$ cat src/rtl/fsmc_fifo_regs_pkg.sv
// Register map, CTRL bit indices and STATUS bit positions shared by the FIFO
// register block and anything that talks to it.
package fsmc_fifo_regs_pkg;

    localparam logic [7:0] REG_FIFO_DATA   = 8'h10;
    localparam logic [7:0] REG_FIFO_STATUS = 8'h11;
    localparam logic [7:0] REG_FIFO_CTRL   = 8'h12;
    localparam logic [7:0] REG_FIFO_PEAK   = 8'h13;

    localparam int unsigned CTRL_FLUSH = 0;
    localparam int unsigned CTRL_CLEAR = 1;

    // STATUS layout for the 16-bit bus: {ovf, unf, full, empty, 0.., count}
    localparam int unsigned STAT_OVF   = 15;
    localparam int unsigned STAT_UNF   = 14;
    localparam int unsigned STAT_FULL  = 13;
    localparam int unsigned STAT_EMPTY = 12;

endpackage

$ cat src/rtl/fsmc_fifo_regs_if.sv
// Strobe/address/data bundle between clocked_bus_slave (master) and a register target (slave).
interface fsmc_fifo_regs_if #(
    parameter int unsigned AW = 8,
    parameter int unsigned DW = 16
);
    logic          do_write;
    logic [AW-1:0] w_adr;
    logic [DW-1:0] w_data;
    logic          do_read;
    logic [AW-1:0] r_adr;
    logic [DW-1:0] read_data;

    modport master (output do_write, w_adr, w_data, do_read, r_adr, input read_data);
    modport slave  (input do_write, w_adr, w_data, do_read, r_adr, output read_data);
endinterface

$ cat src/rtl/fsmc_fifo_regs_sync_fifo.sv
// Synchronous FIFO with a show-ahead head register so the current head is
// always available from a flop; push/pop must already be qualified by the caller.
module sync_fifo #(
    parameter int unsigned DW         = 16,
    parameter int unsigned DEPTH_LOG2 = 4
) (
    input  logic                  clk,
    input  logic                  rst,
    input  logic                  push,
    input  logic                  pop,
    input  logic                  flush,
    input  logic [DW-1:0]         din,
    output logic [DW-1:0]         head,
    output logic [DEPTH_LOG2:0]   count,
    output logic                  full,
    output logic                  empty
);
    localparam int unsigned DEPTH = 1 << DEPTH_LOG2;
    localparam int unsigned CW    = DEPTH_LOG2 + 1;

    logic [DW-1:0]         mem [DEPTH];
    logic [DEPTH_LOG2-1:0] wr_ptr;
    logic [DEPTH_LOG2-1:0] rd_ptr;
    logic [DEPTH_LOG2-1:0] rd_next;

    assign rd_next = pop ? rd_ptr + DEPTH_LOG2'(1) : rd_ptr;
    assign full    = (count == CW'(DEPTH));
    assign empty   = (count == '0);

    always_ff @(posedge clk) begin
        if (!rst && !flush && push) begin
            mem[wr_ptr] <= din;
        end
    end

    always_ff @(posedge clk) begin
        if (rst) begin
            wr_ptr <= '0;
            rd_ptr <= '0;
            count  <= '0;
            head   <= '0;
        end else if (flush) begin
            wr_ptr <= '0;
            rd_ptr <= '0;
            count  <= '0;
            head   <= mem[0];
        end else begin
            if (push) begin
                wr_ptr <= wr_ptr + DEPTH_LOG2'(1);
            end
            rd_ptr <= rd_next;
            if (push && !pop) begin
                count <= count + CW'(1);
            end else if (pop && !push) begin
                count <= count - CW'(1);
            end
            // A word written into the slot that becomes the head bypasses the array.
            head <= (push && (wr_ptr == rd_next)) ? din : mem[rd_next];
        end
    end

endmodule

$ cat src/rtl/fsmc_fifo_regs.sv
// FIFO register target behind clocked_bus_slave: DATA push/pop, STATUS, CTRL and
// PEAK registers, with level and flags also exported for LEDs.
module fsmc_fifo_regs
    import fsmc_fifo_regs_pkg::*;
#(
    parameter int unsigned AW         = 8,
    parameter int unsigned DW         = 16,
    parameter int unsigned DEPTH_LOG2 = 4
) (
    input  logic                 clk,
    input  logic                 rst,
    fsmc_fifo_regs_if.slave      bus,
    output logic [DEPTH_LOG2:0]  fifo_count,
    output logic                 fifo_full,
    output logic                 fifo_empty
);
    localparam int unsigned CW = DEPTH_LOG2 + 1;

    logic          wr_data, wr_ctrl, rd_data;
    logic          push, pop, flush, clr;
    logic          ovf_evt, unf_evt;
    logic          ovf, unf;
    logic [CW-1:0] peak, count_next;
    logic [DW-1:0] head, status, rd_mux;

    assign wr_data = bus.do_write && (bus.w_adr == AW'(REG_FIFO_DATA));
    assign wr_ctrl = bus.do_write && (bus.w_adr == AW'(REG_FIFO_CTRL));
    assign rd_data = bus.do_read  && (bus.r_adr == AW'(REG_FIFO_DATA));

    // Pop is evaluated first so a push into a full FIFO succeeds when it is drained in the same cycle.
    assign pop     = rd_data && !fifo_empty;
    assign push    = wr_data && (!fifo_full || pop);
    assign flush   = wr_ctrl && bus.w_data[CTRL_FLUSH];
    assign clr     = wr_ctrl && bus.w_data[CTRL_CLEAR];
    assign ovf_evt = wr_data && fifo_full && !pop;
    assign unf_evt = rd_data && fifo_empty;

    sync_fifo #(.DW(DW), .DEPTH_LOG2(DEPTH_LOG2)) u_fifo (
        .clk   (clk),
        .rst   (rst),
        .push  (push),
        .pop   (pop),
        .flush (flush),
        .din   (bus.w_data),
        .head  (head),
        .count (fifo_count),
        .full  (fifo_full),
        .empty (fifo_empty)
    );

    always_comb begin
        count_next = fifo_count;
        if (flush) begin
            count_next = '0;
        end else if (push && !pop) begin
            count_next = fifo_count + CW'(1);
        end else if (pop && !push) begin
            count_next = fifo_count - CW'(1);
        end
    end

    // Clear first, then the same cycle's events re-set what they touch.
    always_ff @(posedge clk) begin
        if (rst) begin
            ovf  <= 1'b0;
            unf  <= 1'b0;
            peak <= '0;
        end else if (clr) begin
            ovf  <= ovf_evt;
            unf  <= unf_evt;
            peak <= count_next;
        end else begin
            if (ovf_evt) ovf <= 1'b1;
            if (unf_evt) unf <= 1'b1;
            if (count_next > peak) peak <= count_next;
        end
    end

    always_comb begin
        status             = '0;
        status[STAT_OVF]   = ovf;
        status[STAT_UNF]   = unf;
        status[STAT_FULL]  = fifo_full;
        status[STAT_EMPTY] = fifo_empty;
        status[CW-1:0]     = fifo_count;

        rd_mux = '0;
        if (bus.r_adr == AW'(REG_FIFO_DATA)) begin
            rd_mux = fifo_empty ? '0 : head;
        end else if (bus.r_adr == AW'(REG_FIFO_STATUS)) begin
            rd_mux = status;
        end else if (bus.r_adr == AW'(REG_FIFO_PEAK)) begin
            rd_mux = DW'(peak);
        end
    end

    assign bus.read_data = rd_mux;

endmodule
$ cat src/flat_wrapper.sv
// flat-port wrapper written by rule: the top's interface ports become plain ports
module fsmc_fifo_regs_flat import fsmc_fifo_regs_pkg::*;
#(
    parameter int unsigned AW         = 8,
    parameter int unsigned DW         = 16,
    parameter int unsigned DEPTH_LOG2 = 4
)
  (clk, rst, fifo_count, fifo_full, fifo_empty, bus_do_write, bus_w_adr, bus_w_data, bus_do_read, bus_r_adr, bus_read_data);
  fsmc_fifo_regs_if #(.AW(AW), .DW(DW)) bus_i ();
  input  logic clk;
  input  logic rst;
  output logic [DEPTH_LOG2:0] fifo_count;
  output logic fifo_full;
  output logic fifo_empty;
  input wire logic [$bits(bus_i.do_write)-1:0] bus_do_write;
  input wire logic [$bits(bus_i.w_adr)-1:0] bus_w_adr;
  input wire logic [$bits(bus_i.w_data)-1:0] bus_w_data;
  input wire logic [$bits(bus_i.do_read)-1:0] bus_do_read;
  input wire logic [$bits(bus_i.r_adr)-1:0] bus_r_adr;
  output wire logic [$bits(bus_i.read_data)-1:0] bus_read_data;
  assign bus_i.do_write = bus_do_write;
  assign bus_i.w_adr = bus_w_adr;
  assign bus_i.w_data = bus_w_data;
  assign bus_i.do_read = bus_do_read;
  assign bus_i.r_adr = bus_r_adr;
  assign bus_read_data = bus_i.read_data;
  fsmc_fifo_regs #(.AW(AW), .DW(DW), .DEPTH_LOG2(DEPTH_LOG2)) u_core (.clk(clk), .rst(rst), .bus(bus_i), .fifo_count(fifo_count), .fifo_full(fifo_full), .fifo_empty(fifo_empty));
endmodule
$ cat config.mk
export PLATFORM = sky130hd
export DESIGN_NAME = fsmc_fifo_regs_flat
export DESIGN_NICKNAME = d
export VERILOG_FILES = /design/src/rtl/fsmc_fifo_regs_pkg.sv /design/src/rtl/fsmc_fifo_regs_if.sv /design/src/rtl/fsmc_fifo_regs_sync_fifo.sv /design/src/rtl/fsmc_fifo_regs.sv /design/src/flat_wrapper.sv
export SDC_FILE = /design/constraint.sdc
export NUM_CORES = 1
export LEC_CHECK = 0
export BUFFER_PORTS_ARGS = -buffer_cell sky130_fd_sc_hd__buf_2
export CAP_MARGIN = 20
export CORE_MARGIN = 2
export CORE_UTILIZATION = 45
export DETAILED_ROUTE_END_ITERATION = 16
export GPL_ROUTABILITY_DRIVEN = 0
export MAX_ROUTING_LAYER = met4
export SLEW_MARGIN = 20
export SYNTH_ARGS = -nofsm -noshare
export SYNTH_HDL_FRONTEND = slang
export SYNTH_HIERARCHICAL = 1
export SYNTH_SLANG_ARGS = --single-unit
$ cat constraint.sdc
create_clock -name clk -period 3.5 [get_ports clk]
set_input_delay 0.35 -clock clk [delete_from_list [all_inputs] [get_ports clk]]
set_output_delay 0.35 -clock clk [all_outputs]
set_load 0.03 [all_outputs]
After elaboration in Yosys (flattened, before gate mapping) --
Memory sizes are Yosys's and may differ from the RTL's. Index checks and enable logic that the tools add are counted.
Operators by class: multiplexer cells 18, eq/ne operators 7, add/subtract/negate cells 4, reduce and logical (&&, ||, !) cells 27, magnitude comparators 1
Operator list (number):
- $mux 16 | 5
- $eq 8x5->1 const B | 5
- $mux 5 | 6
- $logic_and 1x1->1 | 15
- $add 4x1->4 const B | 2
- $logic_not 1->1 | 6
- $mux 1 | 6
- $reduce_bool 2->1 | 3
- $add 5x1->5 const B | 1
- $eq 5x5->1 const B | 1
- $gt 5x5->1 | 1
- $logic_not 5->1 | 1
- $sub 5x1->5 const B | 1
- $eq 4x4->1 | 1
- $mux 4 | 1
- $reduce_or 2->1 | 1
- $logic_or 1x1->1 | 1
Storage, ports and cells: bits in registers 36, output and inout bits 23, memory bits (writable) 256, input port bits 36, memories 1, logic and storage cells 65
Memories:
- u_core.u_fifo.mem | words 16, bits a word 16, rd ports 2, clocked after Yosys merged registers in 0, wr ports 1, line fsmc_fifo_regs_sync_fifo.sv:21 | logic [DW-1:0] mem [DEPTH];

Longest topological paths before layout --
depth after elaboration 13, mapped depth 18, depth with buffers taken out 15

Modules after synthesis --
The synthesis kept the hierarchy.
Modules (own cells, without submodules):
- sync_fifo | area an instance 13807.0 µm², times used 1, seq. area each 8267.9 µm², cells each 954
- fsmc_fifo_regs | area an instance 989.7 µm², times used 1, seq. area each 140.1 µm², cells each 129

Worst setup path before layout --
No wires, ideal clock.
kind reg-to-reg, start point reg u_core.u_fifo.count[1], end point reg u_core.u_fifo.count[4], buffers on the path 3, setup slack -0.840 ns, cell stages (with the launch flop) 19, setup time 0.120 ns, period minus slack after synthesis 4.340 ns, data required time 3.380 ns, data arrival time 4.221 ns, cells stage by stage dfxtp_1 nor4_1 nor2b_1 nor2b_1 nand3_1 inv_2 buf_6 buf_4 clkinv_1 clkbuf_1 ha_1 inv_1 ha_1 nor2b_1 o21a_1 or3_1 a21oi_1 xnor2_1 nor2_1
On the way: longest elaborated chain between the ends 10, elaborated cells between the ends (all ways) 16, classes of those cells add/sub: 2; eq/ne: 1; mux: 3; reduce/logical: 10
Ends and longest elaborated chain:
- start, declared | line fsmc_fifo_regs_sync_fifo.sv:14 | output logic [DEPTH_LOG2:0] count,
- start signal, assigned | line fsmc_fifo_regs_sync_fifo.sv:53 | count <= count + CW'(1);
- start signal, assigned | line fsmc_fifo_regs_sync_fifo.sv:55 | count <= count - CW'(1);
- $logic_not 5->1 (*) | line fsmc_fifo_regs_sync_fifo.sv:28 | assign empty = (count == '0);
- net fifo_empty | line flat_wrapper.sv:14 | output logic fifo_empty;
- $logic_not 1->1 (*) | line fsmc_fifo_regs.sv:31 | assign pop = rd_data && !fifo_empty;
- $logic_and 1x1->1 (*) | line fsmc_fifo_regs.sv:31
- net u_core.pop | line fsmc_fifo_regs.sv:20 | logic push, pop, flush, clr;
- $logic_or 1x1->1 | line fsmc_fifo_regs.sv:32 | assign push = wr_data && (!fifo_full || pop);
- $logic_and 1x1->1 | line fsmc_fifo_regs.sv:32
- $logic_not 1->1 | line fsmc_fifo_regs_sync_fifo.sv:54 | end else if (pop && !push) begin
- $logic_and 1x1->1 | line fsmc_fifo_regs_sync_fifo.sv:54
- $mux 5
- $mux 5 (*) (2 in series)
Mark *: on every way through the listed nets, which the timed path passes. The rest lies on a longest branch. A chain may end at the register's enable or synchronous reset.

Worst setup path after layout --
start point reg u_core.u_fifo.count[3], end point reg u_core.peak[1]
On the way: longest elaborated chain between the ends 12, elaborated cells between the ends (all ways) 20, classes of those cells add/sub: 2; order compare: 1; eq/ne: 1; mux: 5; reduce/logical: 11
Ends and longest elaborated chain:
- $logic_not 5->1 (*) | line fsmc_fifo_regs_sync_fifo.sv:28
- $logic_not 1->1 (*) | line fsmc_fifo_regs.sv:31
- $logic_and 1x1->1 (*) | line fsmc_fifo_regs.sv:31
- net u_core.pop | line fsmc_fifo_regs.sv:20
- $logic_or 1x1->1 | line fsmc_fifo_regs.sv:32
- $logic_and 1x1->1 | line fsmc_fifo_regs.sv:32
- $logic_not 1->1 | line fsmc_fifo_regs.sv:57 | end else if (pop && !push) begin
- $logic_and 1x1->1 | line fsmc_fifo_regs.sv:57
- $mux 5 | line fsmc_fifo_regs.sv:57
- $mux 5 (*) | line fsmc_fifo_regs.sv:55 | end else if (push && !pop) begin
- $mux 5 (*) | line fsmc_fifo_regs.sv:53 | if (flush) begin
- net u_core.count_next[3] | line fsmc_fifo_regs.sv:23 | logic [CW-1:0] peak, count_next;
- $gt 5x5->1 (*) | line fsmc_fifo_regs.sv:75 | if (count_next > peak) peak <= count_next;
- $reduce_bool 2->1 (no source line) (*)
- end signal, assigned | line fsmc_fifo_regs.sv:71 | peak <= count_next;
- end signal, assigned | line fsmc_fifo_regs.sv:75
- end, declared | line fsmc_fifo_regs.sv:23
Mark *: on every way through the listed nets, which the timed path passes. The rest lies on a longest branch. The select of a mux whose other input is x is not followed.

==> reports/results.tsv <==
stage	metric	value	unit
yosys	yosysTopAreaCellShare	52.0	%
clock_tree	cts_tree	built	
drt	vias	10100	
clock_tree	clock_sinks	292	
yosys	avgSynthCellArea	13.7	sq um
yosys	synth_top_area_cell	edfxtp_1	
setup_path	end_kind	register	
min_path	min_path_cells	3	
yosys	syn-cell-area	14800	sq um
power_and_ir_drop	vdd_ir_drop_max	482	uV
floorplanning	core_area	32500	sq um
clock_tree	clock_latency	520	ps
floorplanning	fp.dieW	185	um
yosys	synth.yosys.seq_area_share	56.8	%
clock_tree	clock_path_buffers	3	
clock_tree	postCtsSetupRepairBufs	0	
yosys	ys_ff_latch	292	
yosys	synth.most_common_cell	edfxtp_1	
setup_path	cp-start-kind	register	
setup_path	cpMaxStageDelayCell	dfxtp_2	
timing	worst_pin_slew	1070	ps
power_and_ir_drop	powerDensity	430	nW/um^2
setup_path	cp_num_buf_inv	2	
layout	fin_area	17100	sq um
drt	firstDrtPassIters	5	
yosys	synth_cells	1083	
setup_path	worst-setup-path-type	register to register	
drt	drt-total-wl	40.6	mm
placed_design	postPlaceCellArea	16000	sq um
drt	viasPerCell	6.12	
setup_path	arrival	3690	ps
floorplanning	boundaryPins	59	
yosys	yosysUniqueCellTypes	68	
floorplanning	fp-row-count	66	
clock_tree	cts_root_buffer	clkbuf_16	
min_path	min_path_type	input port to register	
power_and_ir_drop	p_leak	5.36	nW
global_routing	first_global_vias	9959	
global_routing	antenna_found_initial	1	
status	status	finished, final reports clean	
global_routing	grt_overflow	0	
clock_tree	ctsHtreeMaxLevel	2	
yosys	ys.flop_type	edfxtp_1	
global_routing	grt_max_degree	65	
timing	maxSlewViolCount	0	
timing	setup_viol	0	
drt	drc_errors	0	
setup_path	path_delay_family	simple AND/OR/NAND/NOR gates	
floorplanning	start_util	45.6	%
run	maxCapViolations	0	
timing	holdWs	182	ps
setup_path	cp.depth	14	
setup_path	worstPathMaxFanout	8	
layout	drive_gt1_share	21.9	%
yosys	synth_area_leaders	edfxtp_1 52%, mux2i_1 14%, dfxtp_1 4.9%	
global_routing	grt_usage	24.7	%
floorplanning	chipHeight	185	um
yosys	synth_edf_count	256	
setup_path	reg2reg_depth	14	
drt	ant_nets	0	
global_routing	grt_pass1_wl	60.9	mm
layout	area_growth	15.2	%
power_and_ir_drop	p_total	7.33	mW
timing	fmax	304	MHz
timing	clock_skew	12.6	ps
timing	finalHoldViolCount	0	
yosys	synth_common_cells	256 x edfxtp_1, 203 x mux2i_1, 94 x nor2_1	
clock_tree	clkTransAtPathRegs	60	ps
layout	final_util	52.5	%
layout	nets	1228	
drt	first_iter_violations	882	
setup_path	path_cells	nor4_2, nor2b_4, nor2b_2, nand3_1, inv_2, buf_4, o32ai_2, xnor2_1, nor2_1, ha_1, a211oi_1, a21oi_1, nand2b_1, a32o_1	
placed_design	io_buffers	58	
yosys	ys_warn_count	6	
timing	slew_headroom	28.9	%
setup_path	critical_path_required	3910	ps
timing	period_minus_slack	3290	ps
floorplanning	dieArea	34300	sq um
clock_tree	cts_buffers	34	
placed_design	dpl.hpwl	25.1	mm
yosys	async_flop_share	0	%
setup_path	max_stage_delay	380	ps
timing	period_share	94.0	%
yosys	synth_nets	1136	
clock_tree	cts-hold-fix-buffers	0	
drt	avgRoutedWirePerCell	24.7	um
[power by group]
group / switching, mW / internal (mW) / total [mW]
Combinational: 0.0842 / 0.0305 / 0.115
Sequential: 0.00315 / 3.79 / 3.79
Clock: 1.40 / 2.02 / 3.42
Total: 1.49 / 5.84 / 7.33
[flip-flops by register name (all words and copies together) (netlist names)]
| name | flops |
|---|---|
| u_core/unf | 1 |
| u_core/peak | 5 |
| u_core/u_fifo/count | 5 |
| u_core/u_fifo/mem | 256 |
| u_core/u_fifo/rd_ptr | 4 |
| u_core/u_fifo/wr_ptr | 4 |
| u_core/ovf | 1 |
| u_core/u_fifo/head | 16 |
[placed cells by master, fill, tap and decap left out, types with 19 or more instances in the layout]
cell / count
dfxtp_1: 30
a22oi_1: 64
mux4_2: 32
a21oi_1: 42
nand2b_1: 20
clkbuf_16: 35
edfxtp_1: 256
mux2i_1: 203
a22o_1: 19
nand2_1: 35
buf_4: 63
nor2_1: 78
buf_2: 58
[per-stage QoR]
step	TNS (ps)	cells	worst slack, ps
4_1_cts	0	1643	146
5_1_grt	-0.156	1644	-0.156
3_3_place_gp	-102	1579	-22.0
6_report	0	1644	211
2_1_floorplan	0	1083	2.84
3_5_place_dp	-135	1581	-27.6
[per-layer routing]
| metal | track usage [%] | part of all wire, % | vias to the layer above |
|---|---|---|---|
| met2 | 38.7 | 47 | 393 |
| met1 | 33.0 | 43 | 5089 |
| met4 | 9.68 | 3.5 | 0 |
| li1 | - | - | 4471 |
| met5 | - | 0 | - |
| met3 | 3.01 | 6.0 | 114 |
[worst min-delay path, delay by kind of cell]
kind,cells,cell delay [ps]
simple gates,1,100
buf+inv,1,110
compound gates,1,70
[kinds of logic (layout without fill, tap and decap cells)]
kind of cell	after synthesis	count (layout)	share of synthesized area, %
muxes	235	235	18.6
xor gates and xnor gates	17	17	1.15
and+or+nand+nor	226	226	8.04
AOI/OAI and AO/OA	207	207	10.5
other	0	1	0
adders and majority gates	17	17	1.49
buffers and inverters	89	207	3.40
DFF	292	292	56.8
[cell type report]
type,instances,area (sq um)
Antenna cell,1,2.50
Clock buffer,50,972
Clock inverter,12,109
Fill cell,2684,15400
Inverter,16,61.3
Multi-Input combinational cell,702,5990
Sequential cell,292,8420
Tap cell,442,553
Timing Repair Buffer,129,938
[final timing paths]
check	startpoint	to	slack (ps)
max	u_core/u_fifo/count[3]$_SDFFE_PP0P_	u_core/peak[1]$_SDFFE_PP0P_	210
min reg2reg	u_core/unf$_SDFFE_PP0P_	u_core/unf$_SDFFE_PP0P_	470
max reg2reg	u_core/u_fifo/count[3]$_SDFFE_PP0P_	u_core/peak[1]$_SDFFE_PP0P_	210
min	bus_do_read	u_core/unf$_SDFFE_PP0P_	180
[what timing repair did]
item / CTS / global route
gates resized for setup: 0 / 4
endpoints found under the hold margin: 0 / 0
setup endpoints to repair: 0 / 4
No activity file was read; power rests on OpenSTA's default activity.
